### src/rtl/stereolbm_deadlock_scan_ctrl_if.sv
// Report channel between the deadlock scan controller and its consumer (status block).
// The master raises report_valid and holds idx/time stable until report_ready is seen.
interface stereolbm_deadlock_scan_ctrl_if #(
  parameter int IDX_W = 3,
  parameter int CNT_W = 16
);
  logic             report_valid;
  logic             report_ready;
  logic [IDX_W-1:0] report_idx;
  logic [CNT_W-1:0] report_time;

  modport master (
    output report_valid,
    output report_idx,
    output report_time,
    input  report_ready
  );

  modport slave (
    input  report_valid,
    input  report_idx,
    input  report_time,
    output report_ready
  );
endinterface

### src/rtl/stereolbm_deadlock_scan_ctrl.sv
// Round-robin scanner over HLS deadlock monitor block flags; confirms persistence, reports once per episode.
// Optional macro DEADLOCK_TIMESTAMP_EN adds a free-running cycle stamp captured at confirmation.
module stereolbm_deadlock_scan_ctrl #(
  parameter int NUM_MON = 8,
  parameter int IDX_W   = 3,
  parameter int THRESH  = 16,
  parameter int CNT_W   = 16
) (
  input  logic                          clock,
  input  logic                          reset_n,
  input  logic                          enable,
  input  logic                          clear,
  input  logic [NUM_MON-1:0]            mon_block,
  stereolbm_deadlock_scan_ctrl_if.master rpt,
  output logic                          any_deadlock,
  output logic [NUM_MON-1:0]            deadlock_mask,
  output logic                          scan_busy
);

  typedef enum logic [2:0] {
    ST_IDLE,
    ST_SCAN,
    ST_DWELL,
    ST_REPORT,
    ST_HOLD
  } state_t;

  localparam logic [CNT_W-1:0] DWELL_LAST = CNT_W'(THRESH - 1);
  localparam logic [IDX_W-1:0] PTR_LAST   = IDX_W'(NUM_MON - 1);

  state_t               state_q, state_d;
  logic [NUM_MON-1:0]   mon_q;
  logic [NUM_MON-1:0]   mask_q, mask_d;
  logic                 any_q, any_d;
  logic [IDX_W-1:0]     ptr_q, ptr_d;
  logic [IDX_W-1:0]     cand_q, cand_d;
  logic [CNT_W-1:0]     dwell_q, dwell_d;

  function automatic logic [IDX_W-1:0] wrap_inc(input logic [IDX_W-1:0] p);
    return (p == PTR_LAST) ? '0 : p + IDX_W'(1);
  endfunction

  always_ff @(posedge clock or negedge reset_n) begin
    if (!reset_n) begin
      state_q <= ST_IDLE;
      mon_q   <= '0;
      mask_q  <= '0;
      any_q   <= 1'b0;
      ptr_q   <= '0;
      cand_q  <= '0;
      dwell_q <= '0;
    end else begin
      state_q <= state_d;
      mon_q   <= mon_block;
      mask_q  <= mask_d;
      any_q   <= any_d;
      ptr_q   <= ptr_d;
      cand_q  <= cand_d;
      dwell_q <= dwell_d;
    end
  end

  always_comb begin
    state_d = state_q;
    ptr_d   = ptr_q;
    cand_d  = cand_q;
    dwell_d = dwell_q;
    mask_d  = mask_q;
    any_d   = any_q;

    // Clear applies first so a same-cycle acceptance below re-sets its own bit.
    if (clear) begin
      mask_d = '0;
      any_d  = 1'b0;
    end

    case (state_q)
      ST_IDLE: begin
        if (enable) state_d = ST_SCAN;
      end

      ST_SCAN: begin
        if (!enable) begin
          state_d = ST_IDLE;
          dwell_d = '0;
        end else if (mon_q[ptr_q]) begin
          state_d = ST_DWELL;
          cand_d  = ptr_q;
          dwell_d = CNT_W'(1);
        end else begin
          ptr_d = wrap_inc(ptr_q);
        end
      end

      ST_DWELL: begin
        if (!enable) begin
          state_d = ST_IDLE;
          dwell_d = '0;
        end else if (mon_q[cand_q]) begin
          if (dwell_q == DWELL_LAST) state_d = ST_REPORT;
          if (dwell_q != '1) dwell_d = dwell_q + CNT_W'(1);
        end else begin
          // Short glitch: resume scanning just past the rejected candidate.
          state_d = ST_SCAN;
          ptr_d   = wrap_inc(cand_q);
          dwell_d = '0;
        end
      end

      ST_REPORT: begin
        if (rpt.report_ready) begin
          mask_d[cand_q] = 1'b1;
          any_d          = 1'b1;
          dwell_d        = '0;
          state_d        = enable ? ST_HOLD : ST_IDLE;
        end
      end

      ST_HOLD: begin
        if (!enable) begin
          state_d = ST_IDLE;
          dwell_d = '0;
        end else if (!mon_q[cand_q]) begin
          state_d = ST_SCAN;
          ptr_d   = wrap_inc(cand_q);
        end
      end

      default: begin
        state_d = ST_IDLE;
        dwell_d = '0;
      end
    endcase
  end

  assign rpt.report_valid = (state_q == ST_REPORT);
  assign rpt.report_idx   = cand_q;
  assign any_deadlock     = any_q;
  assign deadlock_mask    = mask_q;
  assign scan_busy        = (state_q != ST_IDLE);

`ifdef DEADLOCK_TIMESTAMP_EN
  logic [CNT_W-1:0] stamp_q;
  logic [CNT_W-1:0] rtime_q;
  logic             confirm;

  assign confirm = (state_q == ST_DWELL) && (state_d == ST_REPORT);

  always_ff @(posedge clock or negedge reset_n) begin
    if (!reset_n) begin
      stamp_q <= '0;
      rtime_q <= '0;
    end else begin
      stamp_q <= stamp_q + CNT_W'(1);
      if (confirm) rtime_q <= stamp_q;
    end
  end

  assign rpt.report_time = rtime_q;
`else
  assign rpt.report_time = '0;
`endif

endmodule
### src/flat_wrapper.sv
// flat-port wrapper written by rule: the top's interface ports become plain ports
module stereolbm_deadlock_scan_ctrl_flat 
#(
  parameter int NUM_MON = 8,
  parameter int IDX_W   = 3,
  parameter int THRESH  = 16,
  parameter int CNT_W   = 16
)
  (clock, reset_n, enable, clear, mon_block, any_deadlock, deadlock_mask, scan_busy, rpt_report_valid, rpt_report_idx, rpt_report_time, rpt_report_ready);
  stereolbm_deadlock_scan_ctrl_if #(.IDX_W(IDX_W), .CNT_W(CNT_W)) rpt_i ();
  input  logic clock;
  input  logic reset_n;
  input  logic enable;
  input  logic clear;
  input  logic [NUM_MON-1:0] mon_block;
  output logic any_deadlock;
  output logic [NUM_MON-1:0] deadlock_mask;
  output logic scan_busy;
  output wire logic [$bits(rpt_i.report_valid)-1:0] rpt_report_valid;
  output wire logic [$bits(rpt_i.report_idx)-1:0] rpt_report_idx;
  output wire logic [$bits(rpt_i.report_time)-1:0] rpt_report_time;
  input wire logic [$bits(rpt_i.report_ready)-1:0] rpt_report_ready;
  assign rpt_report_valid = rpt_i.report_valid;
  assign rpt_report_idx = rpt_i.report_idx;
  assign rpt_report_time = rpt_i.report_time;
  assign rpt_i.report_ready = rpt_report_ready;
  stereolbm_deadlock_scan_ctrl #(.NUM_MON(NUM_MON), .IDX_W(IDX_W), .THRESH(THRESH), .CNT_W(CNT_W)) u_core (.clock(clock), .reset_n(reset_n), .enable(enable), .clear(clear), .mon_block(mon_block), .rpt(rpt_i), .any_deadlock(any_deadlock), .deadlock_mask(deadlock_mask), .scan_busy(scan_busy));
endmodule
### config.mk
export PLATFORM = sky130hd
export DESIGN_NAME = stereolbm_deadlock_scan_ctrl_flat
export DESIGN_NICKNAME = d
export VERILOG_FILES = /design/src/rtl/stereolbm_deadlock_scan_ctrl_if.sv /design/src/rtl/stereolbm_deadlock_scan_ctrl.sv /design/src/flat_wrapper.sv
export SDC_FILE = /design/constraint.sdc
export NUM_CORES = 1
export LEC_CHECK = 0
export BUFFER_PORTS_ARGS = -buffer_cell sky130_fd_sc_hd__buf_2
export CORE_MARGIN = 5
export CORE_UTILIZATION = 36
export CTS_BUF_LIST = sky130_fd_sc_hd__clkbuf_16
export DETAILED_ROUTE_END_ITERATION = 16
export GPL_TIMING_DRIVEN = 0
export HOLD_SLACK_MARGIN = 0.15
export MAX_ROUTING_LAYER = met4
export SLEW_MARGIN = 40
export SYNTH_ARGS = -nofsm -noshare
export SYNTH_HDL_FRONTEND = slang
export SYNTH_SLANG_ARGS = --single-unit
### constraint.sdc
create_clock -name clock -period 5.3 [get_ports clock]
set_input_delay 1.06 -clock clock [delete_from_list [all_inputs] [get_ports clock]]
set_output_delay 1.06 -clock clock [all_outputs]
set_load 0.01 [all_outputs]
==> results of run 1 <==
[final timing paths]
kind	endpoint	slack (ns)	cells after the start
hold / removal	u_core.any_deadlock$_DFF_PN0_	0.52	2
hold reg to reg	u_core.any_deadlock$_DFF_PN0_	0.52	2
setup reg to reg	u_core.dwell_q[13]$_DFFE_PN0P_	2.99	8
setup / recovery	rpt_report_valid	2.95	3
max in group asynchronous	u_core.dwell_q[14]$_DFFE_PN0P_	4.19	1
min in group asynchronous	u_core.deadlock_mask[6]$_DFF_PN0_	0.76	1
[state kept, by name, summed over array words and instances (netlist names)]
name                   count
u_core.dwell_q            16
u_core.deadlock_mask       8
u_core.mon_q               8
u_core.ptr_q               3
u_core.rpt.report_idx      3
u_core.state_q             3
u_core.any_deadlock        1
[routing by layer]
layer / part of all wire / vias up
met3: 0.056 / 4
met1: 0.48 / 884
met4: 0.016 / 0
li1: - / 938
met2: 0.45 / 47
met5: 0 / -
[power by group]
part / internal [mW] / leakage, nW / total, mW / switching [mW]
clock: 0.172 / 0.0672 / 0.295 / 0.123
combinational: 0.170 / 0.662 / 0.383 / 0.213
sequential: 0.363 / 0.556 / 0.415 / 0.0524
total: 0.704 / 1.28 / 1.09 / 0.388
[area by class of cell]
class,count,share of cell area
plain buffers,27,0.0656
clock buffers,5,0.0462
clock inverters,3,0.00600
inverters,15,0.0208
multi-input cells,173,0.393
flip-flops and latches,42,0.388
well taps,77,0.0355
repair buffers,24,0.0452
[worst reg2reg max path, cell delays in order, from the launching register on]
cell,delay [ns]
dfrtp_1,0.41
ha_1,0.24
and3_1,0.23
and3_1,0.19
buf_2,0.17
a2111oi_2,0.54
a31oi_1,0.15
o21ai_0,0.15
o21ai_0,0.10
[kinds of logic after synthesis]
group | after synthesis
XOR/XNOR | 1
multiplexers | 14
AND/OR/NAND/NOR | 76
other | 1
AO/OA/AOI/OAI | 61
buffers and inverters | 42
adder cells (fa/ha/maj) | 5
flip-flops | 42
[metrics by stage]
step	util	area, sq um	hold WS [ns]
final	0.432	2710	0.516
after global routing	0.432	2710	0.536
after CTS	0.432	2710	0.514
after detailed placement	0.409	2570	0.506
after global placement	0.409	2570	0.507
after floorplan	-	2350	0.465
[placed cells by master, fill, tap and decap left out, types with 2 or more instances in the layout]
cell and instances:
a211o_1 2, dfrtp_1 42, o22ai_1 7, clkbuf_16 5, o21ai_0 18, mux2_2 4, ha_1 5, nand4_1 6
a21oi_1 19, nand2b_1 2, nand3_1 17, conb_1 16, clkbuf_1 4, a31oi_1 4, or3_1 3, nor2_1 16
and3_1 9, buf_4 18, and2_1 2, inv_1 15, nor4_1 3, nor2b_1 2, o32ai_1 2, buf_2 27
mux2i_1 8, nand2_1 10
==> out/metrics.csv, run 1 <==
stage,metric,value,unit
finish,area of the multi-input gates,1060,sq um
power_and_ir_drop,P per Cell Area,403,nW/um^2
finish,Sequential cell area,1050,sq um
critical_path,Crit. End Element,output pin,
global_routing,global routing usage on met2,0.193,
global_routing,GRT Max-Usage Layer,met2,
floorplan,Core ar.,6280,sq um
worst_hold_path,Hold WC Path Type,flip-flop to flip-flop,
sta,Fin. Hold Viols,0,
critical_path,Worst setup startpoint,u_core.state_q[2]$_DFFE_PN0P_,
sta,slew margin rel.,0.623,
synth,main flop type after synthesis,dfrtp_1,
drt,starting DRC count in detailed routing,72,
global_routing,first-pass GRT wire length,8650,um
cts,cts repair resizes,0,
synth,"EDFF count, synth",0,
global_routing,initial antenna violation count,0,
floorplan,Die X,89.8,um
finish,diodes inserted,0,
critical_path,"Max FO, Critical Path",8,
cts,postcts setup bufs,0,
critical_path,worst path cell trace,"clkbuf_1, and3b_1, buf_2",
critical_path,WS Path Type,flip-flop to output pin,
synth,simple-gate share of the synthesized area,0.175,
cts,CTS Hold Bufs,0,
placed_design,pre-CTS setup slack,2.73,ns
sta,Setup TNS Final,0,ns
cts,largest buffer count on any clock path,2,
run,Max Cap Viol,0,
drt,Vias/cell,5.12,
status,run status,"finished, final reports clean",
synth,"FFs w/ async S/R, synth",1.00,
finish,NumNets Final,306,
synth,Commonest cells post-synth,"dfrtp_1 (42), a21oi_1 (19), o21ai_0 (18)",
synth,cell accounting for the most synthesized area,dfrtp_1,
cts,Clock Latency Late Sink,0.29,ns
finish,share of layout cells above drive strength 1,0.215,
placed_design,Port Buffers,24,
sta,final setup margin,2.95,ns
global_routing,vias in the first global route,1777,
power_and_ir_drop,Max IR drop VDD,0.165,mV
sta,highest clock rate,426,MHz
sta,Worst-Margin Slew,0.565,ns
worst_hold_path,hold path startpoint,u_core.any_deadlock$_DFF_PN0_,
synth,Synth cell types,45,
critical_path,"Buf+Inv Stages, Crit Path",2,
sta,crit share post-route,0.443,
sta,final setup fails,0,
drt,WL final,4970,um
placed_design,routability congestion estimate,0.887,
synth,post-synthesis register bit count,42,
floorplan,IO Pins,43,
finish,Syn-to-layout area delta,18.2,%
placed_design,hpwl dp,3610,um
synth,Synth top area share,0.458,
cts,clock slew at reported path FFs,0.06,ns
sta,clock skew,0.00682,ns
finish,fillcell total,626,
drt,DR WL/cell,13.6,um
power_and_ir_drop,Total Power,1.09,mW
drt,vias,1873,
synth,top-count cell post-synth,dfrtp_1,
synth,xor and xnor area share after synthesis,0.00382,
power_and_ir_drop,Leakage Power,1.28,nW
global_routing,largest net degree at the start of global routing,43,
drt,Routed Antenna Nets,0,
critical_path,CP max stage delay,0.35,ns
critical_path,critical path required time,4.24,ns
global_routing,GRT met3 Usage,0.0392,
synth,synthesized cell area,2290,sq um
synth,compound-cell area share of the yosys netlist,0.161,
sta,min Tclk post-route,2.35,ns
global_routing,total track usage,0.132,
cts,CTS buffer count,5,
finish,final std cells w/o fill,366,
synth,Post-Synthesis Cells,242,
cts,CTS Sinks,42,
critical_path,"Slowest-stage cell, CP",dfrtp_1,
drt,DRC viols,0,
critical_path,CP arrival,1.29,ns
synth,post-synthesis adder-cell area fraction,0.0273,
floorplan,Die Y,89.8,um
cts,TritonCTS clock tree,yes,
synth,largest family of logic cells by synthesized area,simple AND/OR/NAND/NOR gates,
floorplan,Initial Utilization,0.365,
critical_path,reg-to-reg critical path startpoint,u_core.dwell_q[0]$_DFFE_PN0P_,
global_routing,met1 usage,0.171,
sta,Slew Limit Fails,0,
cts,CTS Root Cell,clkbuf_16,
critical_path,"CP delay by family, top",flip-flops,
synth,synthesized area per cell,9.48,sq um
synth,post-synthesis mux area share,0.0709,
critical_path,Worst Setup Start Kind,flip-flop,
sta,RSZ-0062 raised after global routing,false,
synth,ranking of synthesized cells by area,"dfrtp_1 (46%), buf_4 (5.6%), a21oi_1 (4.1%)",
synth,register area share after synthesis,0.458,
cts,H-tree Lvls,2,
placed_design,placed instance count,358,
floorplan,Die ar.,8070,sq um
floorplan,# rows,29,
global_routing,total grt overflow,0,
synth,yosys warns,0,
drt,1st-pass router iterations,4,
Note: power is estimated with default switching activity, not from simulation.
==> run 2: changes to the inputs <==
--- a/config.mk
+++ b/config.mk
@@ -5,6 +5,7 @@
 export SDC_FILE = /design/constraint.sdc
 export NUM_CORES = 1
 export LEC_CHECK = 0
+export ABC_AREA = 1
 export BUFFER_PORTS_ARGS = -buffer_cell sky130_fd_sc_hd__buf_2
 export CORE_MARGIN = 5
 export CORE_UTILIZATION = 36
==> constraint.sdc (replaced) <==
create_clock -name clock -period 1.9 [get_ports clock]
set_input_delay 0.38 -clock clock [delete_from_list [all_inputs] [get_ports clock]]
set_output_delay 0.38 -clock clock [all_outputs]
set_load 0.01 [all_outputs]
==> out/metrics.csv, run 2 <==
stage,metric,value,unit
cts,CTS buffer count,5,
cts,H-tree Lvls,2,
placed_design,placed inst area,2890,sq um
synth,main flop type after synthesis,dfrtp_1,
power_and_ir_drop,switching part of the total power,0.391,
drt,starting DRC count in detailed routing,136,
sta,Fin. Hold Viols,0,
synth,top-count cell post-synth,nand2_1,
synth,yosys warns,0,
synth,synthesized area per cell,7.51,sq um
critical_path,Worst Setup Start Kind,flip-flop,
drt,1st-pass router iterations,4,
finish,"commonest non-fill, non-tap cell in the layout",nand2_1,
power_and_ir_drop,Clock power frac,0.241,
sta,crit share post-route,0.979,
synth,Synth cell types,34,
global_routing,first-pass GRT wire length,9870,um
drt,DR WL/cell,11.8,um
finish,diodes inserted,0,
global_routing,total track usage,0.143,
power_and_ir_drop,Internal,2.13,mW
sta,highest clock rate,537,MHz
sta,final setup fails,0,
floorplan,Die X,94.6,um
cts,CTS Sinks,42,
power_and_ir_drop,Max IR drop VDD,0.491,mV
floorplan,Initial Utilization,0.375,
sta,Slew Limit Fails,0,
cts,Clock Latency Late Sink,0.28,ns
placed_design,hpwl dp,4340,um
placed_design,Port Buffers,26,
finish,most frequent cells in the layout,"nand2_1 (94), dfrtp_1 (42), nand3_1 (38)",
critical_path,WS Path Type,flip-flop to flip-flop,
status,run status,"finished, final reports clean",
cts,clock slew at reported path FFs,0.06,ns
sta,RSZ-0062 raised after global routing,true,
critical_path,"Max FO, Critical Path",6,
cts,TritonCTS clock tree,yes,
finish,Largest Register,u_core.dwell_q,
global_routing,initial antenna violation count,0,
placed_design,pre-CTS setup slack,-0.0163,ns
placed_design,placed instance count,480,
drt,Routed Antenna Nets,0,
synth,"FFs w/ async S/R, synth",1.00,
synth,ranking of synthesized cells by area,"dfrtp_1 (41%), nand2_1 (14%), nand3_1 (7.6%)",
finish,max FFs per register,16,
synth,cell accounting for the most synthesized area,dfrtp_1,
drt,DRC viols,0,
power_and_ir_drop,Leakage Power,1.72,nW
synth,synthesized cell area,2580,sq um
sta,final setup margin,0.0390,ns
power_and_ir_drop,Psw,1.37,mW
floorplan,Die Y,94.6,um
synth,Synth top area share,0.408,
critical_path,critical path required time,2.12,ns
floorplan,Die ar.,8950,sq um
finish,NumNets Final,420,
sta,min Tclk post-route,1.86,ns
synth,"EDFF count, synth",0,
synth,Commonest cells post-synth,"nand2_1 (97), dfrtp_1 (42), nand3_1 (39)",
synth,register area share after synthesis,0.408,
worst_hold_path,Hold WC Path Type,input port to flip-flop,
sta,clock skew,0.00363,ns
global_routing,vias in the first global route,2192,
drt,WL final,5900,um
sta,Worst-Margin Slew,0.528,ns
drt,vias,2288,
sta,slew margin rel.,0.648,
placed_design,routability congestion estimate,0.911,
power_and_ir_drop,Flop pwr share,0.320,
run,Max Cap Viol,0,
drt,Vias/cell,4.59,
power_and_ir_drop,Total Power,3.50,mW
power_and_ir_drop,P per Cell Area,1090,nW/um^2
critical_path,CP arrival,2.08,ns
floorplan,IO Pins,43,
finish,share of layout cells above drive strength 1,0.251,
synth,post-synthesis register bit count,42,
finish,Syn-to-layout area delta,24.2,%
finish,final std cells w/o fill,499,
cts,CTS Root Cell,clkbuf_16,
global_routing,largest net degree at the start of global routing,43,
sta,Setup TNS Final,0,ns
power_and_ir_drop,Logic pwr share,0.439,
cts,largest buffer count on any clock path,2,
global_routing,total grt overflow,0,
finish,finished layout cell area,3200,sq um
floorplan,# rows,30,
floorplan,Core ar.,6870,sq um
critical_path,Crit. End Element,flip-flop,
synth,Post-Synthesis Cells,343,
==> run 2: layout make-up <==
cell class	instances	area, sq um
flip-flops and latches	42	1050
repair buffers	37	251
fillers	712	3670
plain buffers	18	145
clock inverters	3	21.3
clock buffers	5	125
multi-input cells	255	1330
well taps	96	120
inverters	43	161
==> run 2: cell families (layout without fill, tap and decap cells) <==
logic type | count (synthesis) | in the layout | synth area share
other | 1 | 16 | 0.00146
buffers and inverters | 61 | 106 | 0.119
xor gates and xnor gates | 5 | 5 | 0.0170
adders and majority gates | 5 | 5 | 0.0243
muxes | 2 | 2 | 0.00777
DFF | 42 | 42 | 0.408
and+or+nand+nor | 200 | 200 | 0.362
AOI/OAI and AO/OA | 27 | 27 | 0.0602
==> run 2: routing by layer <==
layer / part of all wire / vias to the layer above / track usage
met5: 0 / - / -
met2: 0.45 / 75 / 0.220
met4: 0.017 / 0 / 0.0661
li1: - / 1176 / -
met3: 0.058 / 13 / 0.0327
met1: 0.48 / 1024 / 0.177
==> run 2: metrics by stage <==
| step | hold slack [ns] | util |
|---|---|---|
| after floorplan | 0.0844 | - |
| after global placement | 0.468 | 0.420 |
| after detailed placement | 0.407 | 0.420 |
| after CTS | 0.198 | 0.443 |
| after global routing | 0.192 | 0.466 |
| final | 0.202 | 0.466 |
==> run 2: final timing paths <==
path	slack [ns]	depth (start not counted)	to	start
max	0.04	10	u_core.dwell_q[15]$_DFFE_PN0P_	u_core.dwell_q[0]$_DFFE_PN0P_
min	0.20	1	u_core.mon_q[2]$_DFF_PN0_	mon_block[2]
max reg2reg	0.04	10	u_core.dwell_q[15]$_DFFE_PN0P_	u_core.dwell_q[0]$_DFFE_PN0P_
min reg2reg	0.49	2	u_core.deadlock_mask[4]$_DFF_PN0_	u_core.deadlock_mask[4]$_DFF_PN0_
max in group asynchronous	0.92	2	u_core.dwell_q[13]$_DFFE_PN0P_	reset_n
min in group asynchronous	0.62	2	u_core.deadlock_mask[2]$_DFF_PN0_	reset_n
==> run 2: power groups by stage <==
stage          Combinational [mW]  Sequential [mW]  Clock, mW
2_1_floorplan               0.926             1.13          0
3_3_place_gp                 1.24             1.13          0
3_5_place_dp                 1.27             1.14          0
4_1_cts                      1.27             1.12      0.859
5_1_grt                      1.72             1.14      0.901
6_report                     1.54             1.12      0.843
==> run 2: timing repair <==
item                                    4_1_cts  5_1_grt
gates resized for setup                       0       12
setup buffers                                 0        9
hold buffers                                  1        0
endpoints found under the setup margin       10       13
gates cloned                                  0        1
pin swaps                                     1        7
hold endpoints to repair                     42        0
==> run 2: worst max-delay path: stages, from the launching register on <==
cell and delay [ns]:
dfrtp_1 0.43, ha_4 0.19, nand2_4 0.06, nor3_4 0.27, nand2_2 0.12, nor3_4 0.24
nand2_4 0.12, nand2_8 0.12, clkbuf_16 0.15, nand2_2 0.04, nand2_1 0.05
==> run 3: changes to the inputs <==
--- a/config.mk
+++ b/config.mk
@@ -7,7 +7,7 @@
 export LEC_CHECK = 0
 export ABC_AREA = 1
 export BUFFER_PORTS_ARGS = -buffer_cell sky130_fd_sc_hd__buf_2
-export CORE_MARGIN = 5
+export CORE_MARGIN = 3
 export CORE_UTILIZATION = 36
 export CTS_BUF_LIST = sky130_fd_sc_hd__clkbuf_16
 export DETAILED_ROUTE_END_ITERATION = 16
==> out/metrics.csv, run 3 (synthesis gave the netlist of run 2 again) <==
stage,metric,value,unit
placed_design,routability congestion estimate,0.932,
drt,1st-pass router iterations,4,
critical_path,critical path required time,2.08,ns
finish,max FFs per register,16,
cts,largest buffer count on any clock path,2,
sta,Worst-Margin Slew,0.521,ns
drt,DR WL/cell,11.4,um
sta,Slew Limit Fails,0,
critical_path,Worst Setup Start Kind,flip-flop,
finish,Syn-to-layout area delta,25.4,%
sta,Fin. Hold Viols,0,
sta,final setup fails,0,
power_and_ir_drop,Leakage Power,1.73,nW
cts,Clock Latency Late Sink,0.29,ns
worst_hold_path,Hold WC Path Type,input port to flip-flop,
critical_path,CP arrival,1.99,ns
power_and_ir_drop,Total Power,3.64,mW
sta,min Tclk post-route,1.81,ns
floorplan,Core ar.,6870,sq um
global_routing,largest net degree at the start of global routing,43,
finish,diodes inserted,0,
drt,Vias/cell,4.57,
sta,clock skew,0.00606,ns
cts,CTS buffer count,5,
critical_path,Crit. End Element,flip-flop,
drt,WL final,5730,um
global_routing,vias in the first global route,2076,
finish,final std cells w/o fill,503,
drt,Routed Antenna Nets,0,
power_and_ir_drop,Flop pwr share,0.308,
run,Max Cap Viol,0,
sta,highest clock rate,552,MHz
sta,RSZ-0062 raised after global routing,true,
sta,Setup TNS Final,0,ns
drt,vias,2299,
placed_design,Port Buffers,26,
cts,CTS Root Cell,clkbuf_16,
sta,final setup margin,0.0891,ns
global_routing,total track usage,0.145,
power_and_ir_drop,Internal,2.28,mW
global_routing,initial antenna violation count,0,
drt,DRC viols,0,
placed_design,hpwl dp,4130,um
sta,Hold WS,0.199,ns
finish,share of layout cells above drive strength 1,0.251,
cts,clock slew at reported path FFs,0.06,ns
floorplan,# rows,30,
finish,"commonest non-fill, non-tap cell in the layout",nand2_1,
global_routing,total grt overflow,0,
critical_path,"Max FO, Critical Path",5,
floorplan,Die ar.,8210,sq um
global_routing,first-pass GRT wire length,9580,um
status,run status,"finished, final reports clean",
power_and_ir_drop,Clock power frac,0.270,
power_and_ir_drop,Logic pwr share,0.422,
cts,TritonCTS clock tree,yes,
power_and_ir_drop,Psw,1.36,mW
finish,Largest Register,u_core.dwell_q,
power_and_ir_drop,switching part of the total power,0.374,
power_and_ir_drop,Max IR drop VDD,0.555,mV
floorplan,Initial Utilization,0.375,
cts,CTS Sinks,42,
sta,crit share post-route,0.953,
finish,NumNets Final,424,
sta,slew margin rel.,0.652,
power_and_ir_drop,P per Cell Area,1130,nW/um^2
floorplan,IO Pins,43,
critical_path,WS Path Type,flip-flop to flip-flop,
floorplan,Die X,90.6,um
floorplan,Die Y,90.6,um
cts,H-tree Lvls,2,
finish,most frequent cells in the layout,"nand2_1 (96), dfrtp_1 (42), nand3_1 (39)",
placed_design,placed instance count,480,
drt,starting DRC count in detailed routing,127,
placed_design,pre-CTS setup slack,0.00556,ns
==> run 3: cell type report <==
| class | instances | area, sq um |
|---|---|---|
| inverter | 43 | 161 |
| tap | 96 | 120 |
| sequential | 42 | 1050 |
| clock buffer | 5 | 125 |
| fill | 665 | 3640 |
| buffer | 18 | 145 |
| multi-input combinational | 255 | 1310 |
| timing repair buffer | 41 | 278 |
| clock inverter | 3 | 43.8 |
==> run 3: final timing paths <==
check | from | endpoint | slack, ns | cells after the start
worst min register to register | u_core.deadlock_mask[3]$_DFF_PN0_ | u_core.deadlock_mask[3]$_DFF_PN0_ | 0.48 | 2
worst max-delay path | u_core.dwell_q[0]$_DFFE_PN0P_ | u_core.dwell_q[7]$_DFFE_PN0P_ | 0.09 | 9
worst max register to register | u_core.dwell_q[0]$_DFFE_PN0P_ | u_core.dwell_q[7]$_DFFE_PN0P_ | 0.09 | 9
max in group asynchronous | reset_n | u_core.mon_q[6]$_DFF_PN0_ | 0.92 | 2
worst min-delay path | mon_block[0] | u_core.mon_q[0]$_DFF_PN0_ | 0.20 | 1
min in group asynchronous | reset_n | u_core.dwell_q[12]$_DFFE_PN0P_ | 0.62 | 2
==> run 3: repair_timing <==
item	CTS	global route
setup endpoints to repair	4	18
pin swaps	1	7
gates cloned	0	1
endpoints found under the hold margin	42	0
hold buffers	1	0
buffers inserted	0	13
resized for setup	0	6
==> run 3: layer usage <==
metal  part of all wire  routed length [um]  up-vias  global-route usage
met5                  0                   0        -                   -
met4              0.014                  81        0              0.0421
met2               0.45                2560       54               0.221
met3              0.045                 258        8              0.0267
met1               0.49                2830     1043               0.198
li1                   -                   -     1194                   -
==> run 3: critical path, cell delays in order (launching register included) <==
cell,delay [ns]
dfrtp_1,0.42
ha_4,0.17
nand2_2,0.07
nor3_4,0.27
nand2_2,0.12
nor3_4,0.23
nand2_4,0.11
buf_4,0.17
nand3_1,0.10
nand2_1,0.06
==> run 3: per-stage QoR <==
| step | area (sq um) | utilization |
|---|---|---|
| 2_1_floorplan | 2630 | - |
| 3_3_place_gp | 2880 | 0.420 |
| 3_5_place_dp | 2890 | 0.420 |
| 4_1_cts | 3060 | 0.446 |
| 5_1_grt | 3230 | 0.470 |
| 6_report | 3230 | 0.470 |
==> run 3: power by group through the flow <==
stage	registers, mW	logic, mW	clock network (mW)
finish	1.12	1.54	0.980
global route	1.14	1.73	1.04
CTS	1.12	1.27	0.994
detailed placement	1.14	1.27	0
global placement	1.13	1.23	0
floorplan	1.13	0.926	0
